<file path="config.mk">
export PLATFORM = sky130hd
export DESIGN_NAME = keypad_matrix_scan
export DESIGN_NICKNAME = d
export VERILOG_FILES = /design/src/rtl/keypad_pkg.sv /design/src/rtl/keypad_evt_fifo.sv /design/src/rtl/keypad_matrix_scan.sv
export SDC_FILE = /design/constraint.sdc
export NUM_CORES = 1
export LEC_CHECK = 0
export ABC_AREA = 1
export CAP_MARGIN = 10
export CELL_PAD_IN_SITES_DETAIL_PLACEMENT = 0
export CELL_PAD_IN_SITES_GLOBAL_PLACEMENT = 1
export CORE_MARGIN = 3
export CORE_UTILIZATION = 45
export DETAILED_ROUTE_END_ITERATION = 16
export PLACE_DENSITY_LB_ADDON = 0.1
export RECOVER_POWER = 100
export SETUP_SLACK_MARGIN = 0.3
export SLEW_MARGIN = 5
export SYNTH_ARGS = -nofsm -noshare
export SYNTH_HDL_FRONTEND = slang
export SYNTH_HIERARCHICAL = 1
export SYNTH_SLANG_ARGS = --single-unit
export TNS_END_PERCENT = 100
</file>
<file path="constraint.sdc">
create_clock -name clk -period 2.6 [get_ports clk]
set_input_delay 0.52 -clock clk [delete_from_list [all_inputs] [get_ports clk]]
set_output_delay 0.52 -clock clk [all_outputs]
set_load 0.1 [all_outputs]
</file>
<file path="src/rtl/keypad_pkg.sv">
// Shared types, polarity constants and helpers for the keypad matrix scanner.
package keypad_pkg;

  localparam int unsigned KP_CODE_W = 8;

  // Board-level polarity: rows are driven low, a closed key pulls its column low.
  localparam logic ROW_DRIVEN = 1'b0;
  localparam logic COL_CLOSED = 1'b0;

  typedef struct packed {
    logic [KP_CODE_W-1:0] code;
    logic                 press;
  } kp_evt_t;

  function automatic int unsigned clog2_min1(input int unsigned n);
    return (n <= 2) ? 1 : $clog2(n);
  endfunction

endpackage

</file>
<file path="src/rtl/keypad_evt_fifo.sv">
// First-word-fall-through event FIFO; only instantiated when KEYPAD_EVT_FIFO_EN is defined.
module keypad_evt_fifo
  import keypad_pkg::*;
#(
  parameter int unsigned Depth = 4
) (
  input  logic    clk,
  input  logic    rst_n,
  input  logic    push_i,
  input  kp_evt_t data_i,
  output logic    full_o,
  input  logic    pop_i,
  output kp_evt_t data_o,
  output logic    empty_o
);

  localparam int unsigned AW = clog2_min1(Depth);

  kp_evt_t       mem_q [Depth];
  logic [AW:0]   wr_ptr_q, wr_ptr_d;
  logic [AW:0]   rd_ptr_q, rd_ptr_d;
  logic          push_ok, pop_ok;

  assign empty_o = (wr_ptr_q == rd_ptr_q);
  assign full_o  = (wr_ptr_q[AW] != rd_ptr_q[AW]) && (wr_ptr_q[AW-1:0] == rd_ptr_q[AW-1:0]);
  assign pop_ok  = pop_i && !empty_o;
  // A full FIFO still accepts a push when the head leaves in the same cycle.
  assign push_ok = push_i && (!full_o || pop_ok);
  assign data_o  = mem_q[rd_ptr_q[AW-1:0]];

  always_comb begin
    wr_ptr_d = wr_ptr_q;
    rd_ptr_d = rd_ptr_q;
    if (push_ok) wr_ptr_d = wr_ptr_q + 1'b1;
    if (pop_ok)  rd_ptr_d = rd_ptr_q + 1'b1;
  end

  always_ff @(posedge clk or negedge rst_n) begin
    if (!rst_n) begin
      wr_ptr_q <= '0;
      rd_ptr_q <= '0;
      for (int i = 0; i < Depth; i++) mem_q[i] <= '0;
    end else begin
      wr_ptr_q <= wr_ptr_d;
      rd_ptr_q <= rd_ptr_d;
      if (push_ok) mem_q[wr_ptr_q[AW-1:0]] <= data_i;
    end
  end

endmodule

</file>
<file path="src/rtl/keypad_matrix_scan.sv">
// ROWS x COLS keypad scanner with per-key debounce and a press/release event stream.
// Define KEYPAD_EVT_FIFO_EN to buffer events in a FIFO_DEPTH-entry FIFO instead of one register.
module keypad_matrix_scan
  import keypad_pkg::*;
#(
  parameter int unsigned ROWS       = 4,
  parameter int unsigned COLS       = 4,
  parameter int unsigned SCAN_DIV   = 25,
  parameter int unsigned DEBOUNCE   = 4,
  parameter int unsigned FIFO_DEPTH = 4,
  localparam int unsigned CW        = clog2_min1(ROWS * COLS)
) (
  input  logic                 clk,
  input  logic                 rst_n,
  input  logic [COLS-1:0]      col_in,
  output logic [ROWS-1:0]      row_out,
  output logic [ROWS*COLS-1:0] key_state,
  output logic                 evt_valid,
  input  logic                 evt_ready,
  output logic [CW-1:0]        evt_code,
  output logic                 evt_press
);

  localparam int unsigned NK  = ROWS * COLS;
  localparam int unsigned RW  = clog2_min1(ROWS);
  localparam int unsigned SW  = clog2_min1(SCAN_DIV);
  localparam int unsigned DW  = clog2_min1(DEBOUNCE + 1);
  localparam int unsigned CCW = clog2_min1(COLS);

  localparam logic [SW-1:0] SlotLast = SW'(SCAN_DIV - 1);
  localparam logic [RW-1:0] RowLast  = RW'(ROWS - 1);
  localparam logic [DW-1:0] CntFlip  = DW'(DEBOUNCE - 1);

  logic [COLS-1:0] col_s1_q, col_s_q;
  logic [SW-1:0]   slot_q, slot_d;
  logic [RW-1:0]   row_q, row_d;
  logic [ROWS-1:0] row_out_q, row_out_d;
  logic [NK-1:0]   key_state_q, key_state_d;
  logic [DW-1:0]   cnt_q [NK];
  logic [DW-1:0]   cnt_d [NK];
  logic [COLS-1:0] mask_q, mask_d;

  logic            sample, emit, sink_space;
  logic [CCW-1:0]  emit_col;
  logic [CW-1:0]   row_base, emit_code, key_idx;

  assign row_out   = row_out_q;
  assign key_state = key_state_q;

  // Sample once per row slot; a pending mask means this row was already sampled.
  assign sample    = (slot_q == SlotLast) && (mask_q == '0);
  assign row_base  = CW'(row_q) * CW'(COLS);
  assign emit      = (mask_q != '0) && sink_space;
  assign emit_code = row_base + CW'(emit_col);

  always_comb begin
    emit_col = '0;
    for (int c = COLS - 1; c >= 0; c--) begin
      if (mask_q[c]) emit_col = CCW'(c);
    end
  end

  always_comb begin
    key_state_d = key_state_q;
    cnt_d       = cnt_q;
    mask_d      = mask_q;
    key_idx     = '0;
    if (emit) mask_d[emit_col] = 1'b0;
    if (sample) begin
      for (int c = 0; c < COLS; c++) begin
        key_idx = row_base + CW'(c);
        if ((col_s_q[c] == COL_CLOSED) == key_state_q[key_idx]) begin
          cnt_d[key_idx] = '0;
        end else if (cnt_q[key_idx] == CntFlip) begin
          key_state_d[key_idx] = ~key_state_q[key_idx];
          cnt_d[key_idx]       = '0;
          mask_d[c]            = 1'b1;
        end else begin
          cnt_d[key_idx] = cnt_q[key_idx] + 1'b1;
        end
      end
    end
  end

  // The slot parks at its last count until every change of the row has been emitted.
  always_comb begin
    slot_d = slot_q;
    row_d  = row_q;
    if (slot_q != SlotLast) begin
      slot_d = slot_q + 1'b1;
    end else if (mask_d == '0) begin
      slot_d = '0;
      row_d  = (row_q == RowLast) ? '0 : row_q + 1'b1;
    end
    for (int r = 0; r < ROWS; r++) begin
      row_out_d[r] = (RW'(r) == row_d) ? ROW_DRIVEN : ~ROW_DRIVEN;
    end
  end

  always_ff @(posedge clk or negedge rst_n) begin
    if (!rst_n) begin
      col_s1_q    <= {COLS{~COL_CLOSED}};
      col_s_q     <= {COLS{~COL_CLOSED}};
      slot_q      <= '0;
      row_q       <= '0;
      row_out_q   <= {ROWS{~ROW_DRIVEN}};
      key_state_q <= '0;
      mask_q      <= '0;
      for (int k = 0; k < NK; k++) cnt_q[k] <= '0;
    end else begin
      col_s1_q    <= col_in;
      col_s_q     <= col_s1_q;
      slot_q      <= slot_d;
      row_q       <= row_d;
      row_out_q   <= row_out_d;
      key_state_q <= key_state_d;
      mask_q      <= mask_d;
      cnt_q       <= cnt_d;
    end
  end

`ifdef KEYPAD_EVT_FIFO_EN
  kp_evt_t fifo_in, fifo_out;
  logic    fifo_full, fifo_empty;
  logic    unused_fifo_code;

  assign fifo_in.code  = KP_CODE_W'(emit_code);
  assign fifo_in.press = key_state_q[emit_code];
  assign sink_space    = !fifo_full || evt_ready;

  keypad_evt_fifo #(
    .Depth (FIFO_DEPTH)
  ) u_evt_fifo (
    .clk     (clk),
    .rst_n   (rst_n),
    .push_i  (emit),
    .data_i  (fifo_in),
    .full_o  (fifo_full),
    .pop_i   (evt_ready),
    .data_o  (fifo_out),
    .empty_o (fifo_empty)
  );

  assign evt_valid        = !fifo_empty;
  assign evt_code         = fifo_out.code[CW-1:0];
  assign evt_press        = fifo_out.press;
  assign unused_fifo_code = ^fifo_out.code;
`else
  logic          evt_valid_q, evt_valid_d;
  logic [CW-1:0] evt_code_q, evt_code_d;
  logic          evt_press_q, evt_press_d;
  logic [31:0]   unused_fifo_depth;

  assign unused_fifo_depth = 32'(FIFO_DEPTH);
  // Free when empty or when the current event leaves this cycle.
  assign sink_space = !evt_valid_q || evt_ready;

  always_comb begin
    evt_valid_d = evt_valid_q && !evt_ready;
    evt_code_d  = evt_code_q;
    evt_press_d = evt_press_q;
    if (emit) begin
      evt_valid_d = 1'b1;
      evt_code_d  = emit_code;
      evt_press_d = key_state_q[emit_code];
    end
  end

  always_ff @(posedge clk or negedge rst_n) begin
    if (!rst_n) begin
      evt_valid_q <= 1'b0;
      evt_code_q  <= '0;
      evt_press_q <= 1'b0;
    end else begin
      evt_valid_q <= evt_valid_d;
      evt_code_q  <= evt_code_d;
      evt_press_q <= evt_press_d;
    end
  end

  assign evt_valid = evt_valid_q;
  assign evt_code  = evt_code_q;
  assign evt_press = evt_press_q;
`endif

endmodule

</file>
==> flow_metrics.py, run 1 <==
metrics = {
    "outcome": {
        "outcome": "finished clean",
    },
    "job": {
        "drv_cap": 0,
    },
    "synth": {
        "yosysMostFrequentCell": "nand2_1",
        "yosys-top-cells-area": "dfrtp_1 (43%), nand2_1 (11%), dfstp_2 (6.7%)",
        "yosysSeqAreaShare": 0.499,
        "synthFlopType": "dfrtp_1",
        "synthesis.area_sq_um": 4700,
        "ys_types": 37,
        "ys_async_sr_fraction": 1.00,
        "synth.ff_latch_count": 93,
        "yosys_warnings": 6,
        "synth_top_area_cell": "dfrtp_1",
        "yosysTopAreaCellShare": 0.432,
        "syn_area_per_cell_sq_um": 8.75,
        "synth_common_cells": "nand2_1 (137), dfrtp_1 (81), inv_1 (50)",
        "synth_edf_count": 0,
        "synth_nets": 558,
        "syn_inst": 537,
    },
    "routing": {
        "drt-initial-drc-count": 161,
        "routedWlPerCell_um": 16.0,
        "ant_nets": 0,
        "wl_um": 11700,
        "post_drt_via_cell_ratio": 5.21,
        "num_vias": 3802,
        "drc": 0,
        "drtPass1Iterations": 4,
    },
    "sta": {
        "max_freq_mhz": 428,
        "finalCritPeriodShare": 0.900,
        "final_hold_viol_count": 0,
        "tightest_slew_ps": 1180,
        "finClkSkew_ps": 13.5,
        "rsz0062_at_grt": "yes",
        "setup_tns_ps": 0,
        "slew_headroom": 0.220,
        "final.min_clock_period_ps": 2340,
        "slew_violations": 0,
        "setup_violations": 0,
    },
    "cts": {
        "cts_buffers": 9,
        "clk-insertion-delay-late_ps": 370,
        "cts_sinks": 93,
        "cts_tree": "yes",
        "clkTransAtPathRegs_ps": 90,
        "clock_tree.root_cell": "clkbuf_8",
        "htreeDepth": 3,
        "clockBufferDepth": 2,
    },
    "finish": {
        "syn_to_final_growth_pct": 18.5,
        "fin_util": 0.559,
        "drive_gt1_frac": 0.201,
        "layout.nets": 613,
        "antenna_cells": 0,
    },
    "critical_path": {
        "timing.rr.start": "row_q[0]",
        "worstSetupPathType": "flip-flop to flip-flop",
        "r2r-end": "row_out[2]",
        "r2r_cells": 15,
        "crit_fanout": 8,
        "end_kind": "flip-flop",
        "cp.required_ps": 2920,
        "reg2reg_slack_ps": 260,
        "crit_arrival_ps": 2660,
        "startpoint_type": "flip-flop",
    },
    "global_routing": {
        "grt_pass1_wl_um": 18900,
        "track_usage": 0.211,
        "grt_pass1_vias": 3676,
        "grt_max_degree": 47,
        "grt_antenna_before_repair": 0,
        "overflow": 0,
    },
    "power": {
        "power_leakage_nw": 2.59,
        "p_per_area_nw_per_um2": 1020,
        "ir_drop_mv": 0.457,
    },
    "floorplanning": {
        "num_rows": 36,
        "io_pins": 33,
        "die_w_um": 108,
        "die_y_um": 108,
        "initial_core_util": 0.472,
        "dieArea_sq_um": 11700,
        "core_area_sq_um": 9950,
    },
    "placed_design": {
        "finalWeightedCongestion": 0.880,
        "hpwl_um": 8150,
        "portBuffers": 32,
    },
    "worst_hold_path": {
        "hold_class": "input pin to asynchronous set/reset pin",
    },
}
-- sequential cells by signal, summed over array words and instances, names as in the netlist --
register   count
mask_q         4
cnt_q         48
evt_code       4
col_s_q        4
evt_press      1
slot_q         5
key_state     16
evt_valid      1
row_q          2
row_out        4
col_s1_q       4
-- layout make-up --
cell class / instances / area, sq um
Clock inverter: 3 / 67.6
Clock buffer: 13 / 159
Inverter: 56 / 218
Sequential cell: 93 / 2340
Fill cell: 962 / 4390
Tap cell: 133 / 166
Multi-Input combinational cell: 371 / 2180
Timing Repair Buffer: 60 / 427
Timing Repair inverter: 1 / 6.26
-- what timing repair did --
item / in CTS / in global routing
hold buffers: 0 / 0
gates resized for setup: 8 / 76
cloned: 0 / 3
buffers inserted: 1 / 9
pin swaps: 2 / 27
setup endpoints to repair: 14 / 30
-- placed cells by master (no fill, tap or decap), drive strengths merged --
cell type      count
bufinv             2
buf               21
inv               55
clkinvlp           1
a31oi              2
clkbuf            47
nand3             23
o211ai             6
a32oi              2
o21ai             48
xor2               2
ha                14
nor2              38
nand2            149
a21oi             21
mux2               4
or2                5
dfstp             12
o21a              30
mux2i             11
dfrtp             81
clkdlybuf4s50      1
clkinv             2
o22ai              3
nand4              5
nand3b             6
dlygate4sd3        4
nor3               2
-- metal layers --
metal  GRT usage  vias to the layer above  part of all wire
met2       0.339                       63              0.48
met1       0.288                     1856              0.46
met3      0.0543                       11             0.049
met4      0.0505                        0             0.012
li1            -                     1872                 -
met5           0                        -                 0
-- kinds of logic after synthesis --
| logic type | after synthesis | share of synthesized area |
|---|---|---|
| and+or+nand+nor | 228 | 0.220 |
| AOI/OAI and AO/OA | 112 | 0.144 |
| DFF | 93 | 0.499 |
| buffers and inverters | 73 | 0.0634 |
| muxes | 15 | 0.0330 |
| adders and majority gates | 14 | 0.0373 |
| xor gates and xnor gates | 2 | 0.00373 |
-- worst max-delay path, stage by stage, from the launching register on --
cell      delay [ps]
dfrtp_2          510
clkbuf_1         180
inv_4             80
nor2_1           120
o22ai_2          110
ha_1             190
ha_1             230
inv_2             60
nor2_1            40
nand3_2          100
nand2_2           80
nor2_4           200
nand3_4          140
nand2_2          100
nand2_2           70
nand2_1           70
-- where the power goes --
part	total [W]	switching (W)	leakage (nW)	internal, W
clock network	0.00109	0.000490	0.110	0.000595
registers	0.00197	0.000205	1.22	0.00176
logic	0.00265	0.00177	1.26	0.000874
total	0.00570	0.00247	2.59	0.00323
-- stage by stage --
step	cells	cell area [sq um]	hold slack, ps	setup slack, ps	total power [W]
CTS	718	5410	150	305	0.00545
global placement	701	5150	346	203	0.00429
finish	730	5570	347	261	0.00570
floorplan	537	4720	224	304	0.00373
global route	730	5570	368	115	0.00610
detailed placement	701	5150	347	186	0.00432
-- how the worst max path moves through the flow --
stage	from	to	depth (start not counted)
6_report	row_q[0]	row_out[2]	15
3_3_place_gp	row_q[0]	slot_q[4]	13
3_5_place_dp	row_q[0]	slot_q[3]	13
2_1_floorplan	row_q[1]	row_out[0]	16
5_1_grt	row_q[0]	row_out[3]	14
4_1_cts	row_q[0]	slot_q[3]	13
No activity file was read; power rests on OpenSTA's default activity.
==> run 2: changes to the inputs <==
Settings changed: CORE_UTILIZATION 45 to 48.
Clock period 2.6 ns to 2.7 ns, I/O delays scaled along.
==> flow_metrics.py, run 2 (synthesized netlist as in run 1, its figures left out) <==
metrics = {
    "outcome": {
        "outcome": "finished clean",
    },
    "floorplanning": {
        "core_area_sq_um": 9370,
        "die_w_um": 105,
        "dieArea_sq_um": 11000,
        "io_pins": 33,
        "die_y_um": 105,
        "initial_core_util": 0.501,
        "num_rows": 35,
    },
    "critical_path": {
        "critPathMaxStageDelay_ps": 540,
        "crit_chain": "clkbuf_1, clkbuf_16, nand2_1, a32oi_2, ha_1, ha_4, nand2_2, o21ai_4, nor2_8, nand3_4, nand2_1, nand2_2, nand2_1",
        "cp.required_ps": 3000,
        "end_kind": "flip-flop",
        "startpoint_type": "flip-flop",
        "crit_fanout": 16,
        "path_delay_family": "flip-flops",
        "crit_path_frequent_cell": "nand2_1",
        "worstSetupPathType": "flip-flop to flip-flop",
        "cpMaxStageDelayCell": "dfrtp_2",
        "crit_arrival_ps": 2720,
        "cp.buffers_inverters": 2,
    },
    "routing": {
        "drtPass1Iterations": 4,
        "post_drt_via_cell_ratio": 5.24,
        "drc": 0,
        "routedWlPerCell_um": 15.8,
        "wl_um": 11400,
        "num_vias": 3777,
        "ant_nets": 0,
        "drt-initial-drc-count": 208,
    },
    "power": {
        "p_per_area_nw_per_um2": 963,
        "ir_drop_mv": 0.733,
        "power_leakage_nw": 2.52,
    },
    "sta": {
        "timing.final.ws_setup_ps": 287,
        "final.min_clock_period_ps": 2410,
        "final_hold_viol_count": 0,
        "setup_tns_ps": 0,
        "setup_violations": 0,
        "rsz0062_at_grt": "no",
        "finClkSkew_ps": 17.2,
        "slew_violations": 0,
        "max_freq_mhz": 414,
        "tightest_slew_ps": 1170,
        "slew_headroom": 0.222,
        "finalCritPeriodShare": 0.894,
    },
    "finish": {
        "final_cell_mix": "nand2_1 (135), dfrtp_1 (79), inv_1 (50)",
        "layout.nets": 608,
        "largest_reg_flops": 48,
        "fin_area_sq_um": 5490,
        "antenna_cells": 0,
        "drive_gt1_frac": 0.176,
        "syn_to_final_growth_pct": 16.9,
        "mostFrequentLayoutCell": "nand2_1",
        "fillCellCount": 890,
        "top_register": "cnt_q",
    },
    "placed_design": {
        "finalWeightedCongestion": 0.809,
        "portBuffers": 32,
        "hpwl_um": 7660,
        "post-place-ws_ps": 340,
        "place_area_sq_um": 5140,
    },
    "global_routing": {
        "grt_pass1_wl_um": 18500,
        "grt_pass1_vias": 3727,
        "overflow": 0,
        "grt_antenna_before_repair": 0,
        "track_usage": 0.211,
        "grt_max_degree": 44,
    },
    "cts": {
        "cts_buffers": 9,
        "htreeDepth": 3,
        "clk-insertion-delay-late_ps": 380,
        "cts_sinks": 93,
        "hold_buffers": 0,
        "clock_tree.root_cell": "clkbuf_8",
        "clockBufferDepth": 2,
        "cts_tree": "yes",
        "clkTransAtPathRegs_ps": 80,
    },
    "job": {
        "drv_cap": 0,
    },
    "worst_hold_path": {
        "hold_class": "flip-flop to flip-flop",
    },
}
## run 2: what timing repair did
action / in CTS / in global routing
resized for setup: 0 / 63
setup buffers: 0 / 8
endpoints found under the setup margin: 0 / 42
## run 2: worst paths after layout
check,slack (ps),endpoint,startpoint,cells past startpoint
max in group asynchronous,1100,cnt_q[0],rst_n,2
min,360,col_s_q[3],col_s1_q[3],0
min reg2reg,360,col_s_q[3],col_s1_q[3],0
max reg2reg,290,row_out[3],row_q[0],13
max,290,row_out[3],row_q[0],13
min in group asynchronous,390,evt_code[1],rst_n,1
## run 2: power breakdown
group | total [W] | internal [W] | switching (W)
clock network | 0.000855 | 0.000362 | 0.000493
logic | 0.00254 | 0.000832 | 0.00171
registers | 0.00190 | 0.00170 | 0.000201
total | 0.00529 | 0.00289 | 0.00240
## run 2: final cells by class
class / instances / area (sq um) / share of cell area
Inverter: 56 / 235 / 0.0428
Tap cell: 129 / 161 / 0.0294
Sequential cell: 93 / 2340 / 0.427
Multi-Input combinational cell: 371 / 2170 / 0.396
Clock inverter: 5 / 36.3 / 0.00661
Clock buffer: 11 / 141 / 0.0257
Timing Repair Buffer: 54 / 383 / 0.0697
Timing Repair inverter: 2 / 17.5 / 0.00319
## run 2: stage by stage
step / hold WS (ps) / instances / total power [W] / utilization
after floorplan: 244 / 537 / 0.00356 / -
after global placement: 346 / 693 / 0.00410 / 0.548
after detailed placement: 347 / 693 / 0.00413 / 0.548
after CTS: 177 / 709 / 0.00499 / 0.567
after global routing: 367 / 721 / 0.00567 / 0.586
final: 359 / 721 / 0.00529 / 0.586
## run 2: routing by layer
| metal | track usage | wire length, um | vias to the layer above | part of all wire |
|---|---|---|---|---|
| met3 | 0.0414 | 380 | 16 | 0.033 |
| li1 | - | - | 1857 | - |
| met4 | 0.0740 | 191 | 0 | 0.017 |
| met2 | 0.345 | 5370 | 60 | 0.47 |
| met1 | 0.281 | 5420 | 1844 | 0.48 |
| met5 | 0 | 0 | - | 0 |
==> run 3: changes to the inputs <==
Settings changed: CORE_UTILIZATION 48 to 50, CTS_BUF_LIST set to sky130_fd_sc_hd__clkbuf_8.
==> flow_metrics.py, run 3 (synthesized netlist as in run 1, its figures left out) <==
metrics = {
    "sta": {
        "finClkSkew_ps": 13.4,
        "slew_headroom": 0.0951,
        "finalCritPeriodShare": 0.890,
        "rsz0062_at_grt": "no",
        "final_hold_viol_count": 0,
        "final.min_clock_period_ps": 2400,
        "setup_violations": 0,
        "slew_violations": 0,
        "setup_tns_ps": 0,
        "max_freq_mhz": 416,
        "tightest_slew_ps": 1360,
    },
    "outcome": {
        "outcome": "finished clean",
    },
    "global_routing": {
        "track_usage": 0.225,
        "grt_antenna_before_repair": 0,
        "grt_max_degree": 56,
        "overflow": 0,
        "grt_pass1_vias": 3596,
        "grt_pass1_wl_um": 18300,
    },
    "routing": {
        "post_drt_via_cell_ratio": 5.41,
        "drt-initial-drc-count": 181,
        "wl_um": 11600,
        "num_vias": 3764,
        "ant_nets": 0,
        "drtPass1Iterations": 4,
        "routedWlPerCell_um": 16.6,
        "drc": 0,
    },
    "floorplanning": {
        "core_area_sq_um": 8930,
        "initial_core_util": 0.526,
        "num_rows": 34,
        "die_y_um": 103,
        "die_w_um": 103,
        "io_pins": 33,
        "dieArea_sq_um": 10600,
    },
    "finish": {
        "final_cell_mix": "nand2_1 (135), dfrtp_1 (80), inv_1 (49)",
        "fillCellCount": 840,
        "syn_to_final_growth_pct": 15.2,
        "mostFrequentLayoutCell": "nand2_1",
        "top_register": "cnt_q",
        "layout.nets": 604,
        "antenna_cells": 0,
        "largest_reg_flops": 48,
        "drive_gt1_frac": 0.165,
    },
    "critical_path": {
        "cp.required_ps": 2930,
        "crit_fanout": 8,
        "r2r_cells": 13,
        "r2r-end": "slot_q[3]",
        "timing.rr.start": "row_q[0]",
        "reg2reg_slack_ps": 300,
        "cp-endpoint": "slot_q[3]",
        "end_kind": "flip-flop",
        "worstSetupPathType": "flip-flop to flip-flop",
        "crit_path_start": "row_q[0]",
        "crit_arrival_ps": 2640,
        "startpoint_type": "flip-flop",
    },
    "cts": {
        "clock_tree.root_cell": "clkbuf_8",
        "clockBufferDepth": 2,
        "cts_buffers": 9,
        "htreeDepth": 3,
        "clk-insertion-delay-late_ps": 370,
        "cts_sinks": 93,
        "cts_tree": "yes",
        "hold_buffers": 0,
        "clkTransAtPathRegs_ps": 100,
    },
    "worst_hold_path": {
        "hold_class": "flip-flop to flip-flop",
    },
    "placed_design": {
        "finalWeightedCongestion": 0.851,
        "hpwl_um": 7620,
        "portBuffers": 32,
    },
    "job": {
        "drv_cap": 0,
    },
    "power": {
        "p_per_area_nw_per_um2": 1000,
        "power_w": 0.00543,
        "ir_drop_mv": 0.640,
        "power_leakage_nw": 2.52,
    },
}
==> run 3: per-layer routing <==
layer	track usage	part of all wire	up-vias
li1	-	-	1846
met1	0.330	0.48	1822
met2	0.344	0.46	79
met3	0.0325	0.046	17
met4	0.0727	0.017	0
met5	0	0	-
==> run 3: worst min-delay path by stage <==
stage	startpoint	end	slack [ps]	cells after the start
2_1_floorplan	rst_n	cnt_q[0]	240	0
3_3_place_gp	col_s1_q[2]	col_s_q[2]	350	0
3_5_place_dp	col_s1_q[0]	col_s_q[0]	350	0
4_1_cts	rst_n	evt_code[0]	240	1
5_1_grt	col_s1_q[2]	col_s_q[2]	360	0
6_report	col_s1_q[2]	col_s_q[2]	350	0
==> run 3: metrics by stage <==
stage	worst slack (ps)	cell area, sq um	util	std cells	hold slack, ps
3_5_place_dp	310	5090	0.570	671	348
3_3_place_gp	328	5090	0.570	671	346
4_1_cts	314	5320	0.595	687	241
5_1_grt	118	5410	0.606	696	356
2_1_floorplan	310	4700	-	537	244
6_report	297	5410	0.606	696	351
==> run 3: timing repair <==
action                     4_1_cts  5_1_grt
buffers inserted                 0        6
cloned                           0        3
resized for setup                0       50
setup endpoints to repair        2       33
pin swaps                        1       12
==> run 3: report_power, final <==
part | internal, W | total [W] | leakage, nW | switching, W
combinational | 0.000794 | 0.00248 | 1.20 | 0.00169
sequential | 0.00169 | 0.00189 | 1.22 | 0.000197
clock | 0.000546 | 0.00106 | 0.110 | 0.000513
total | 0.00303 | 0.00543 | 2.52 | 0.00240
==> run 3: worst max-delay path, cell delays in order (launching register included) <==
cell and delay [ps]:
dfrtp_2 530, buf_12 190, o21ai_4 140, o22ai_2 120, ha_1 240, ha_1 230, inv_2 60, nor2_1 50
nand3_2 120, nand2_2 90, nor2_4 210, nand2_1 90, nand2_2 100, o21ai_0 90
==> run 3: cell type report <==
cell class / count / area [sq um] / area share
Clock buffer: 10 / 138 / 0.0254
Clock inverter: 6 / 87.6 / 0.0162
Inverter: 56 / 223 / 0.0412
Multi-Input combinational cell: 371 / 2120 / 0.391
Sequential cell: 93 / 2340 / 0.433
Tap cell: 108 / 135 / 0.0250
Timing Repair Buffer: 51 / 360 / 0.0666
Timing Repair inverter: 1 / 6.26 / 0.00116
